File: config.mk
export PLATFORM = sky130hd
export DESIGN_NAME = ldmstm_uop_seq
export DESIGN_NICKNAME = d
export VERILOG_FILES = /design/src/rtl/ldmstm_uop_seq_pkg.sv /design/src/rtl/ldmstm_uop_seq_lsb.sv /design/src/rtl/ldmstm_uop_seq.sv
export SDC_FILE = /design/constraint.sdc
export NUM_CORES = 1
export LEC_CHECK = 0
export BUFFER_PORTS_ARGS = -buffer_cell sky130_fd_sc_hd__buf_2
export CELL_PAD_IN_SITES_DETAIL_PLACEMENT = 1
export CELL_PAD_IN_SITES_GLOBAL_PLACEMENT = 1
export CORE_ASPECT_RATIO = 1.75
export CORE_UTILIZATION = 44
export CTS_CLUSTER_SIZE = 25
export DETAILED_ROUTE_END_ITERATION = 16
export PLACE_DENSITY_LB_ADDON = 0.25
export SETUP_SLACK_MARGIN = 0.2
export SLEW_MARGIN = 10
export SYNTH_ARGS = -nofsm -noshare
export SYNTH_HDL_FRONTEND = slang
export SYNTH_SLANG_ARGS = --single-unit
File: constraint.sdc
create_clock -name clk -period 26 [get_ports clk]
set_input_delay 6.5 -clock clk [delete_from_list [all_inputs] [get_ports clk]]
set_output_delay 6.5 -clock clk [all_outputs]
set_load 0.02 [all_outputs]
File: src/rtl/ldmstm_uop_seq_pkg.sv
// Shared types and encodings for the LDM/STM micro-op sequencer.
// Holds the FSM state type, opcode constants and micro-op encoders.
package leg_uop_pkg;

    typedef enum logic [1:0] {
        IDLE = 2'd0,
        MEM  = 2'd1,
        WB   = 2'd2
    } uop_state_t;

    localparam logic [31:0] NOP_INSTR = 32'hE1A00000;
    localparam logic [3:0]  OP_ADD    = 4'b0100;
    localparam logic [3:0]  OP_SUB    = 4'b0010;

    localparam int unsigned P_BIT = 24;
    localparam int unsigned U_BIT = 23;
    localparam int unsigned W_BIT = 21;
    localparam int unsigned L_BIT = 20;

    // Single-register LDR/STR with pre-indexed immediate offset and no writeback.
    function automatic logic [31:0] memUop(
        input logic [3:0]  cond,
        input logic        u,
        input logic        l,
        input logic [3:0]  rn,
        input logic [3:0]  rd,
        input logic [11:0] imm
    );
        return {cond, 3'b010, 1'b1, u, 2'b00, l, rn, rd, imm};
    endfunction

    function automatic logic [31:0] wbUop(
        input logic [3:0] cond,
        input logic       u,
        input logic [3:0] rn,
        input logic [4:0] n
    );
        return {cond, 3'b001, (u ? OP_ADD : OP_SUB), 1'b0, rn, rn, 4'h0, {1'b0, n, 2'b00}};
    endfunction

endpackage

File: src/rtl/ldmstm_uop_seq_lsb.sv
// Lowest-set-bit index and population count of a 16-bit register mask.
module lsb_index16 (
    input  logic [15:0] mask,
    output logic [3:0]  lowIdx,
    output logic [4:0]  count
);

    logic found;

    always_comb begin
        lowIdx = '0;
        count  = '0;
        found  = 1'b0;
        for (int unsigned i = 0; i < 16; i++) begin
            if (mask[i]) begin
                count = count + 5'd1;
                if (!found) begin
                    lowIdx = 4'(i);
                    found  = 1'b1;
                end
            end
        end
    end

endmodule

File: src/rtl/ldmstm_uop_seq.sv
// Decode-stage sequencer that cracks LDM/STM into single-register LDR/STR
// micro-ops plus an optional base-writeback ADD/SUB.
module ldmstm_uop_seq
    import leg_uop_pkg::*;
#(
    parameter int          INSTR_W   = 32,
    parameter int          NREGS     = 16,
    parameter logic [31:0] NOP_INSTR = leg_uop_pkg::NOP_INSTR
) (
    input  logic               clk,
    input  logic               reset,
    input  logic [INSTR_W-1:0] InstrD,
    input  logic               StalluOp,
    input  logic               FlushD,
    output logic [INSTR_W-1:0] uOpInstrD,
    output logic               uOpStallD,
    output logic               uOpActiveD
);

    uop_state_t state, stateN;

    logic [NREGS-1:0] mask;
    logic [4:0]       k, n;
    logic [3:0]       cond, rn;
    logic             pBit, uBit, lBit, wbEn;

    logic             isLdm;
    logic [NREGS-1:0] listD, srcMask, srcCleared;
    logic [3:0]       lowIdx;
    logic [4:0]       cnt;

    logic [3:0]       fCond, fRn;
    logic             fP, fU, fL, fWb;
    logic [4:0]       fK, fN;
    logic [9:0]       off, offMag;
    logic [31:0]      memOp, wbOp;
    logic             lastMem, load, advance;

    assign isLdm      = (InstrD[27:25] == 3'b100);
    assign listD      = InstrD[15:0];
    assign srcMask    = (state == IDLE) ? listD : mask;
    assign srcCleared = srcMask & (srcMask - 16'd1);

    lsb_index16 uLsb (
        .mask   (srcMask),
        .lowIdx (lowIdx),
        .count  (cnt)
    );

    // In IDLE the first micro-op is formatted straight from InstrD; later ones use latched fields.
    always_comb begin
        if (state == IDLE) begin
            fCond = InstrD[31:28];
            fP    = InstrD[P_BIT];
            fU    = InstrD[U_BIT];
            fL    = InstrD[L_BIT];
            fRn   = InstrD[19:16];
            fK    = '0;
            fN    = cnt;
            fWb   = InstrD[W_BIT] && !(InstrD[L_BIT] && listD[InstrD[19:16]]);
        end else begin
            fCond = cond;
            fP    = pBit;
            fU    = uBit;
            fL    = lBit;
            fRn   = rn;
            fK    = k;
            fN    = n;
            fWb   = wbEn;
        end
    end

    // IA/IB/DA/DB collapse to 4k, +4 when P==U, minus 4N when decrementing.
    always_comb begin
        off    = {3'b000, fK, 2'b00} + ((fP == fU) ? 10'd4 : 10'd0)
               - (fU ? 10'd0 : {3'b000, fN, 2'b00});
        offMag = off[9] ? (10'd0 - off) : off;
        memOp  = memUop(fCond, ~off[9], fL, fRn, lowIdx, {2'b00, offMag});
        wbOp   = wbUop(fCond, fU, fRn, fN);
    end

    assign lastMem = (fK == (fN - 5'd1));

    always_comb begin
        uOpInstrD  = InstrD;
        uOpStallD  = 1'b0;
        uOpActiveD = 1'b0;
        stateN     = state;
        load       = 1'b0;
        advance    = 1'b0;
        unique case (state)
            IDLE: begin
                if (isLdm) begin
                    uOpActiveD = 1'b1;
                    if (cnt == 5'd0) begin
                        uOpInstrD = NOP_INSTR;
                    end else begin
                        uOpInstrD = memOp;
                        load      = 1'b1;
                        if (cnt >= 5'd2) begin
                            stateN    = MEM;
                            uOpStallD = 1'b1;
                        end else if (fWb) begin
                            stateN    = WB;
                            uOpStallD = 1'b1;
                        end
                    end
                end
            end
            MEM: begin
                uOpActiveD = 1'b1;
                uOpInstrD  = memOp;
                advance    = 1'b1;
                if (!lastMem) begin
                    uOpStallD = 1'b1;
                end else if (fWb) begin
                    uOpStallD = 1'b1;
                    stateN    = WB;
                end else begin
                    stateN = IDLE;
                end
            end
            WB: begin
                uOpActiveD = 1'b1;
                uOpInstrD  = wbOp;
                stateN     = IDLE;
            end
            default: stateN = IDLE;
        endcase
    end

    always_ff @(posedge clk) begin
        if (!reset || FlushD) begin
            state <= IDLE;
            mask  <= '0;
            k     <= '0;
            n     <= '0;
            cond  <= '0;
            rn    <= '0;
            pBit  <= 1'b0;
            uBit  <= 1'b0;
            lBit  <= 1'b0;
            wbEn  <= 1'b0;
        end else if (!StalluOp) begin
            state <= stateN;
            if (load) begin
                mask <= srcCleared;
                k    <= 5'd1;
                n    <= cnt;
                cond <= fCond;
                rn   <= fRn;
                pBit <= fP;
                uBit <= fU;
                lBit <= fL;
                wbEn <= fWb;
            end else if (advance) begin
                mask <= srcCleared;
                k    <= k + 5'd1;
            end
        end
    end

endmodule

# --- After elaboration in Yosys (flattened, before gate mapping) ---
# Cells that the tools add are included.
totals:
  input_bits: 36
  reg_bits: 40
  wordCells: 159
op_classes:
  bitwise_logic: 3
  n_reduce_logical: 12
  n_mux: 102
  n_addsub: 21
  magnitude_cmp: 2
  eq_ne: 9
op_table:
  columns: ["op", "count"]
  rows:
  - ["4-bit two-way mux", 31]
  - ["32-bit case mux with 3 select lines", 1]
  - ["5-bit two-way mux", 19]
  - ["5-bit by 1-bit adder with 5-bit output (second input constant)", 15]
  - ["32-bit two-way mux", 2]
  - ["16-bit two-way mux", 3]
  - ["1-bit two-way mux", 32]
  - ["16-bit bitwise AND", 1]
  - ["16-bit by 1-bit subtractor with 16-bit output (second input constant)", 1]
  - ["2-bit two-way mux", 6]
  - ["10-bit two-way mux", 1]
  - ["1-bit by 9-bit subtractor with 10-bit output (first input constant)", 1]
  - ["8-bit by 7-bit subtractor with 9-bit output", 1]
  - ["7-bit by 3-bit adder with 8-bit output", 1]
  - ["7-bit two-way mux", 1]
  - ["3-bit two-way mux", 2]
  - ["2-bit inequality test (second input constant)", 3]
  - ["5-bit equality test", 1]
  - ["5-bit by 2-bit >= comparator with 1-bit output (second input constant)", 1]
  - ["5-bit logical NOT", 1]
  - ["4-bit by 5-bit < comparator with 1-bit output (second input constant)", 1]
  - ["5-bit AND reduction", 1]
  - ["5-bit by 1-bit subtractor with 5-bit output (second input constant)", 1]
  - ["1-bit binary-select mux with 4-bit select", 1]
  - ["16 further kinds", 21]

# --- Depth between registers and ports, before layout ---
logic_depth:
  ltp_word: 41
  ltp_mapped: 65
  ltp_nobuf: 64

# --- By module ---
# Synthesis repeated with hierarchy kept, for this count alone.
unflattened:
  hier_cells: 744
  hier_area_um2: 5607.9
modules_own_cells:
  columns: ["mod", "instances", "seq_area_each_um2", "cells_each", "area_each_um2"]
  rows:
  - ["ldmstm_uop_seq", 1, 780.7, 438, 3384.5]
  - ["lsb_index16", 1, 0.0, 306, 2223.4]

# --- Least setup slack after synthesis ---
# No wires, ideal clock.
synth_timing:
  path_type: "input port to output port"
  start: "input port InstrD[1]"
  end: "output port uOpInstrD[23]"
  t_arrival_ns: 17.746
  stages: 62
  slack_ns: 1.754
  path_buffers: 1
  path_cell_list: "mux2_2 -> ha_1 -> xor2_1 -> ha_1 -> nor2_1 -> a21o_1 -> inv_1 -> ha_1 -> nand2_1 -> o21ai_0 -> ha_1 -> a211oi_1 -> o21ai_0 -> ha_1 -> mux2_2 -> ha_1 -> nand2_1 -> o211ai_1 -> (+26 left out) -> nand2_1 -> inv_1 -> o21a_1 -> a31oi_1 -> nor2_1 -> mux2_2 -> or2_2 -> xor2_1 -> a21oi_1 -> nand2b_1 -> fa_1 -> nor3b_1 -> nor2_1 -> a21oi_1 -> a211oi_1 -> a21oi_1 -> nor2_1 -> a21oi_1"
synth_between:
  elab_chain_cells: 37
  elab_cells_between_ends: 38
synth_rtl:
  columns: ["item", "line_no", "rtl"]
  rows:
  - ["start, declared", "ldmstm_uop_seq.sv:12", "input logic [INSTR_W-1:0] InstrD,"]
  - ["16-bit two-way mux *", "ldmstm_uop_seq.sv:41", "assign srcMask = (state == IDLE) ? listD : mask;"]
  - ["5-bit two-way mux *", "ldmstm_uop_seq_lsb.sv:15", "if (mask[i]) begin"]
  - ["5-bit by 1-bit adder with 5-bit output", "ldmstm_uop_seq_lsb.sv:16", "count = count + 5'd1;"]
  - ["5-bit two-way mux *", "ldmstm_uop_seq_lsb.sv:15", null]
  - ["5-bit by 1-bit adder with 5-bit output", "ldmstm_uop_seq_lsb.sv:16", null]
  - ["5-bit two-way mux *", "ldmstm_uop_seq_lsb.sv:15", null]
  - ["5-bit by 1-bit adder with 5-bit output", "ldmstm_uop_seq_lsb.sv:16", null]
  - ["5-bit two-way mux *", "ldmstm_uop_seq_lsb.sv:15", null]
  - ["(+21 left out)", null, null]
  - ["5-bit two-way mux *", "ldmstm_uop_seq_lsb.sv:15", null]
  - ["5-bit two-way mux", "ldmstm_uop_seq.sv:52", "if (state == IDLE) begin"]
  - ["7-bit two-way mux", "ldmstm_uop_seq.sv:76", "- (fU ? 10'd0 : {3'b000, fN, 2'b00});"]
  - ["8-bit by 7-bit subtractor with 9-bit output", "ldmstm_uop_seq.sv:76", null]
  - ["1-bit inverter", "ldmstm_uop_seq.sv:78", "memOp = memUop(fCond, ~off[9], fL, fRn, lowIdx, {2'b00, offMag});"]
  - ["32-bit two-way mux", "ldmstm_uop_seq.sv:95", "if (cnt == 5'd0) begin"]
  - ["32-bit two-way mux", "ldmstm_uop_seq.sv:93", "if (isLdm) begin"]
  - ["32-bit case mux with 3 select lines *", "ldmstm_uop_seq.sv:91", "unique case (state)"]
  - ["end, declared", "ldmstm_uop_seq.sv:15", "output logic [INSTR_W-1:0] uOpInstrD,"]
# Every way passes the cells marked *; elsewhere a longest branch is shown, timed or not.

# --- Worst setup path in the final report ---
# Same ends and word-level chain as after synthesis.

==> results.md <==
* Status: finished, final reports clean
* Worst Max-Slew Pin Slew at 1050 ps
* WL/cell at 21.14 µm
* Starting Density at 45.32%
* Max Cap Viol at 0
* Mux share of post-synthesis cell area at 11.23%
* Register Area at 780.7 µm²
* Mapped Avg Cell Area at 7.564 µm²
* Max Clock Skew at 8.129 ps
* Routed vias at 6038
* Pin count of the biggest net entering global routing at 48
* RSZ-0062 raised after global routing: no
* Worst r2r src: state[0]
* Detailed-route DRC error count at 0
* Worst Path Max Fanout at 8
* Vias in the first global route at 6507
* R2R Setup Slk at 12850 ps
* Clock slew at reported path FFs at 70 ps
* Synth Register Bits at 39
* Number of flops mapped to enable cells by yosys at 0
* Simple-gate area share of the yosys netlist at 23.51%
* Dominant synthesized flop cell: dfxtp_1
* IO buf count at 69
* Share of post-route cells with drive strength above 1 at 18.56%
* Worst setup EP type: primary output
* Die area at 13420 µm²
* Gate Count Post-Synth at 753
* Met3 Routed Length at 740 µm
* Min-delay worst type: flip-flop to flip-flop
* Met1 WL at 7455 µm
* Setup Viol. Count Final at 0
* Top sig layer: met4
* Post-Synth Adder-Cell Area at 8.084%
* Slew HR at 29.76%
* Core area at 12570 µm²
* Final instance area at 6397 µm²
* Req. time, crit path at 19500 ps
* N_diodes at 0
* CP startpoint kind: primary input
* GRT Overall Usage at 31.74%
* DP HPWL at 16160 µm
* Hold Path Cell Cnt at 2
* Max Root-Sink Buffers at 2
* Die Y at 152.5 µm
* First-pass GRT wire length at 33000 µm
* Worst reg2reg path endpoint: mask[13]
* Post-synthesis sequential area ratio at 13.71%
* Compound-Gate Fraction of Synth Area at 23.48%
* CP dominant cell by count: ha_1
* Vias/cell at 6.218
* Worst stage delay on the critical path at 610 ps
* Die Wd at 88.01 µm
* Worst r2r path cells at 55
* Io pins at 70
* Post-synthesis cell area at 5695 µm²
* Starting DRT DRC Count at 207
* CTS H-Tree Depth at 2
* CP Class: primary input to primary output
* Cell Area, Placed at 6160 µm²
* Final Critical Period at 25210 ps
* Worst Min Path Start: mask[1]
* Initial antenna violation count at 0
* Tcrit/Tclk final at 96.95%
* Num Clock Sinks at 39
* Ys Warns at 0
* Hold Violations, Final at 0
* Clock Latency Late Sink at 290 ps
* Achievable Freq at 0.03967 GHz
* Filler cells at 1644
* Area of the multi-input gates at 4740 µm²
* Crit path arrival time at 18710 ps
* Combinational family with the most area after synthesis: simple AND/OR/NAND/NOR gates
* Placer Congestion at 0.9096
* Fin nets at 873
* Yosys cell types at 86
* DR WL met2 at 11150 µm
* Total global routing overflow at 0
* CTS tree: done
* Hold_buf cts at 0
* Post-synthesis xor/xnor area fraction at 15.51%
* Setup TNS at 0 ps
* Hold path endpoint: mask[1]
* First-pass iteration count of the detailed router at 5
* Antenna Nets Post-Route at 0
* Slew Limit Fails at 0
* Root buffer cell: clkbuf_16
* Post-Route WL at 20530 µm
* Site Rows at 54
* Area grow syn2layout at 12.32%
* CTS Buf Count at 5
* Asr flop ratio synth at 0%
* Max stage delay cell, worst path: fa_1
* Syn nets at 824
-- per-stage QoR --
step / std cells / hold slack (ps) / util [%] / setup slack (ps)
2_1_floorplan: 753 / 429.4 / - / 1754
3_3_place_gp: 963 / 437.2 / 49.01 / 1033
3_5_place_dp: 963 / 448.0 / 49.01 / 220.3
4_1_cts: 971 / 457.5 / 50.35 / 262.8
5_1_grt: 971 / 475.4 / 50.91 / 110.3
6_report: 971 / 453.2 / 50.91 / 793.1
-- cells in the mapped netlist (19+ instances only) --
cell type	number	area share [%]
inv_1	23	1.5
a21oi_1	63	5.5
nor2_1	65	4.3
clkbuf_1	25	1.6
nand2_1	116	7.6
mux2i_1	25	4.4
xor2_1	19	2.9
o21ai_0	31	2.7
xnor2_1	45	6.9
ha_1	32	7.0
dfxtp_1	39	14
nand3_1	20	1.8
-- logic make-up after synthesis --
family | Yosys count
AO/OA/AOI/OAI | 199
XOR/XNOR | 79
adder cells (fa/ha/maj) | 35
buffers and inverters | 62
flip-flops | 39
multiplexers | 52
AND/OR/NAND/NOR | 287
-- final cells by class --
class | instances | share of cell area [%]
clock buffers | 7 | 2.386
clock inverters | 1 | 0.1173
inverters | 27 | 1.584
multi-input cells | 652 | 74.09
flip-flops and latches | 39 | 12.20
well taps | 168 | 3.286
repair buffers | 77 | 6.337
-- placed cells by master (no fill, tap or decap), types with 4 or more instances in the layout --
| cell | count |
|---|---|
| nand2_1 | 116 |
| buf_2 | 69 |
| a21oi_1 | 63 |
| nor2_1 | 62 |
| xnor2_1 | 45 |
| dfxtp_1 | 39 |
| o21ai_0 | 30 |
| ha_1 | 30 |
| mux2i_1 | 25 |
| inv_1 | 23 |
| nand3_1 | 20 |
| mux2_2 | 18 |
| xor2_1 | 18 |
| nor3_1 | 18 |
| nand2b_1 | 11 |
| and2_1 | 10 |
| xnor3_1 | 10 |
| nor2b_1 | 10 |
| o221ai_1 | 9 |
| a21o_1 | 8 |
| o211ai_1 | 8 |
| or3_1 | 8 |
| buf_4 | 8 |
| o31ai_1 | 7 |
| a31oi_1 | 7 |
| or2_2 | 7 |
| o22ai_1 | 6 |
| a211oi_1 | 6 |
| o21a_1 | 5 |
| mux4_2 | 5 |
| clkbuf_16 | 5 |
| and3_1 | 4 |
| nand4_1 | 4 |
| a2111oi_0 | 4 |
-- per-layer routing --
metal,vias to the layer above,GRT usage [%]
met2,168,58.99
met3,70,4.117
li1,2811,-
met5,-,0
met4,0,18.42
met1,2989,32.49
-- timing repair --
action / CTS / global route
pin swaps: 0 / 1
endpoints found under the setup margin: 1 / 7
buffers inserted: 0 / 0
cloned: 0 / 0
resized for setup: 2 / 14
-- sequential cells by signal, summed over array words and instances, names as in the netlist --
| name | count |
|---|---|
| pBit | 1 |
| wbEn | 1 |
| lBit | 1 |
| rn | 4 |
| n | 5 |
| uBit | 1 |
| mask | 15 |
| k | 5 |
| state | 2 |
| cond | 4 |
-- critical path: cells and delay by family --
family                     cells  cell delay (ps)
muxes                          3              890
AOI/OAI and AO/OA             18             2960
and+or+nand+nor               21             2810
adders and majority gates     15             4640
xor gates and xnor gates       1              190
buffers and inverters          6              680
-- how the worst max path moves through the flow --
stage,end,slack [ps],startpoint
after floorplan,uOpInstrD[23],1750,InstrD[1]
after global placement,uOpInstrD[23],1030,InstrD[1]
after detailed placement,uOpInstrD[23],220,InstrD[1]
after CTS,uOpInstrD[23],260,InstrD[1]
after global routing,uOpInstrD[23],110,InstrD[1]
final,uOpInstrD[23],790,InstrD[1]
Power is not shown: default switching activity piles up to over one toggle a cycle in this logic, so the estimate is an artifact.
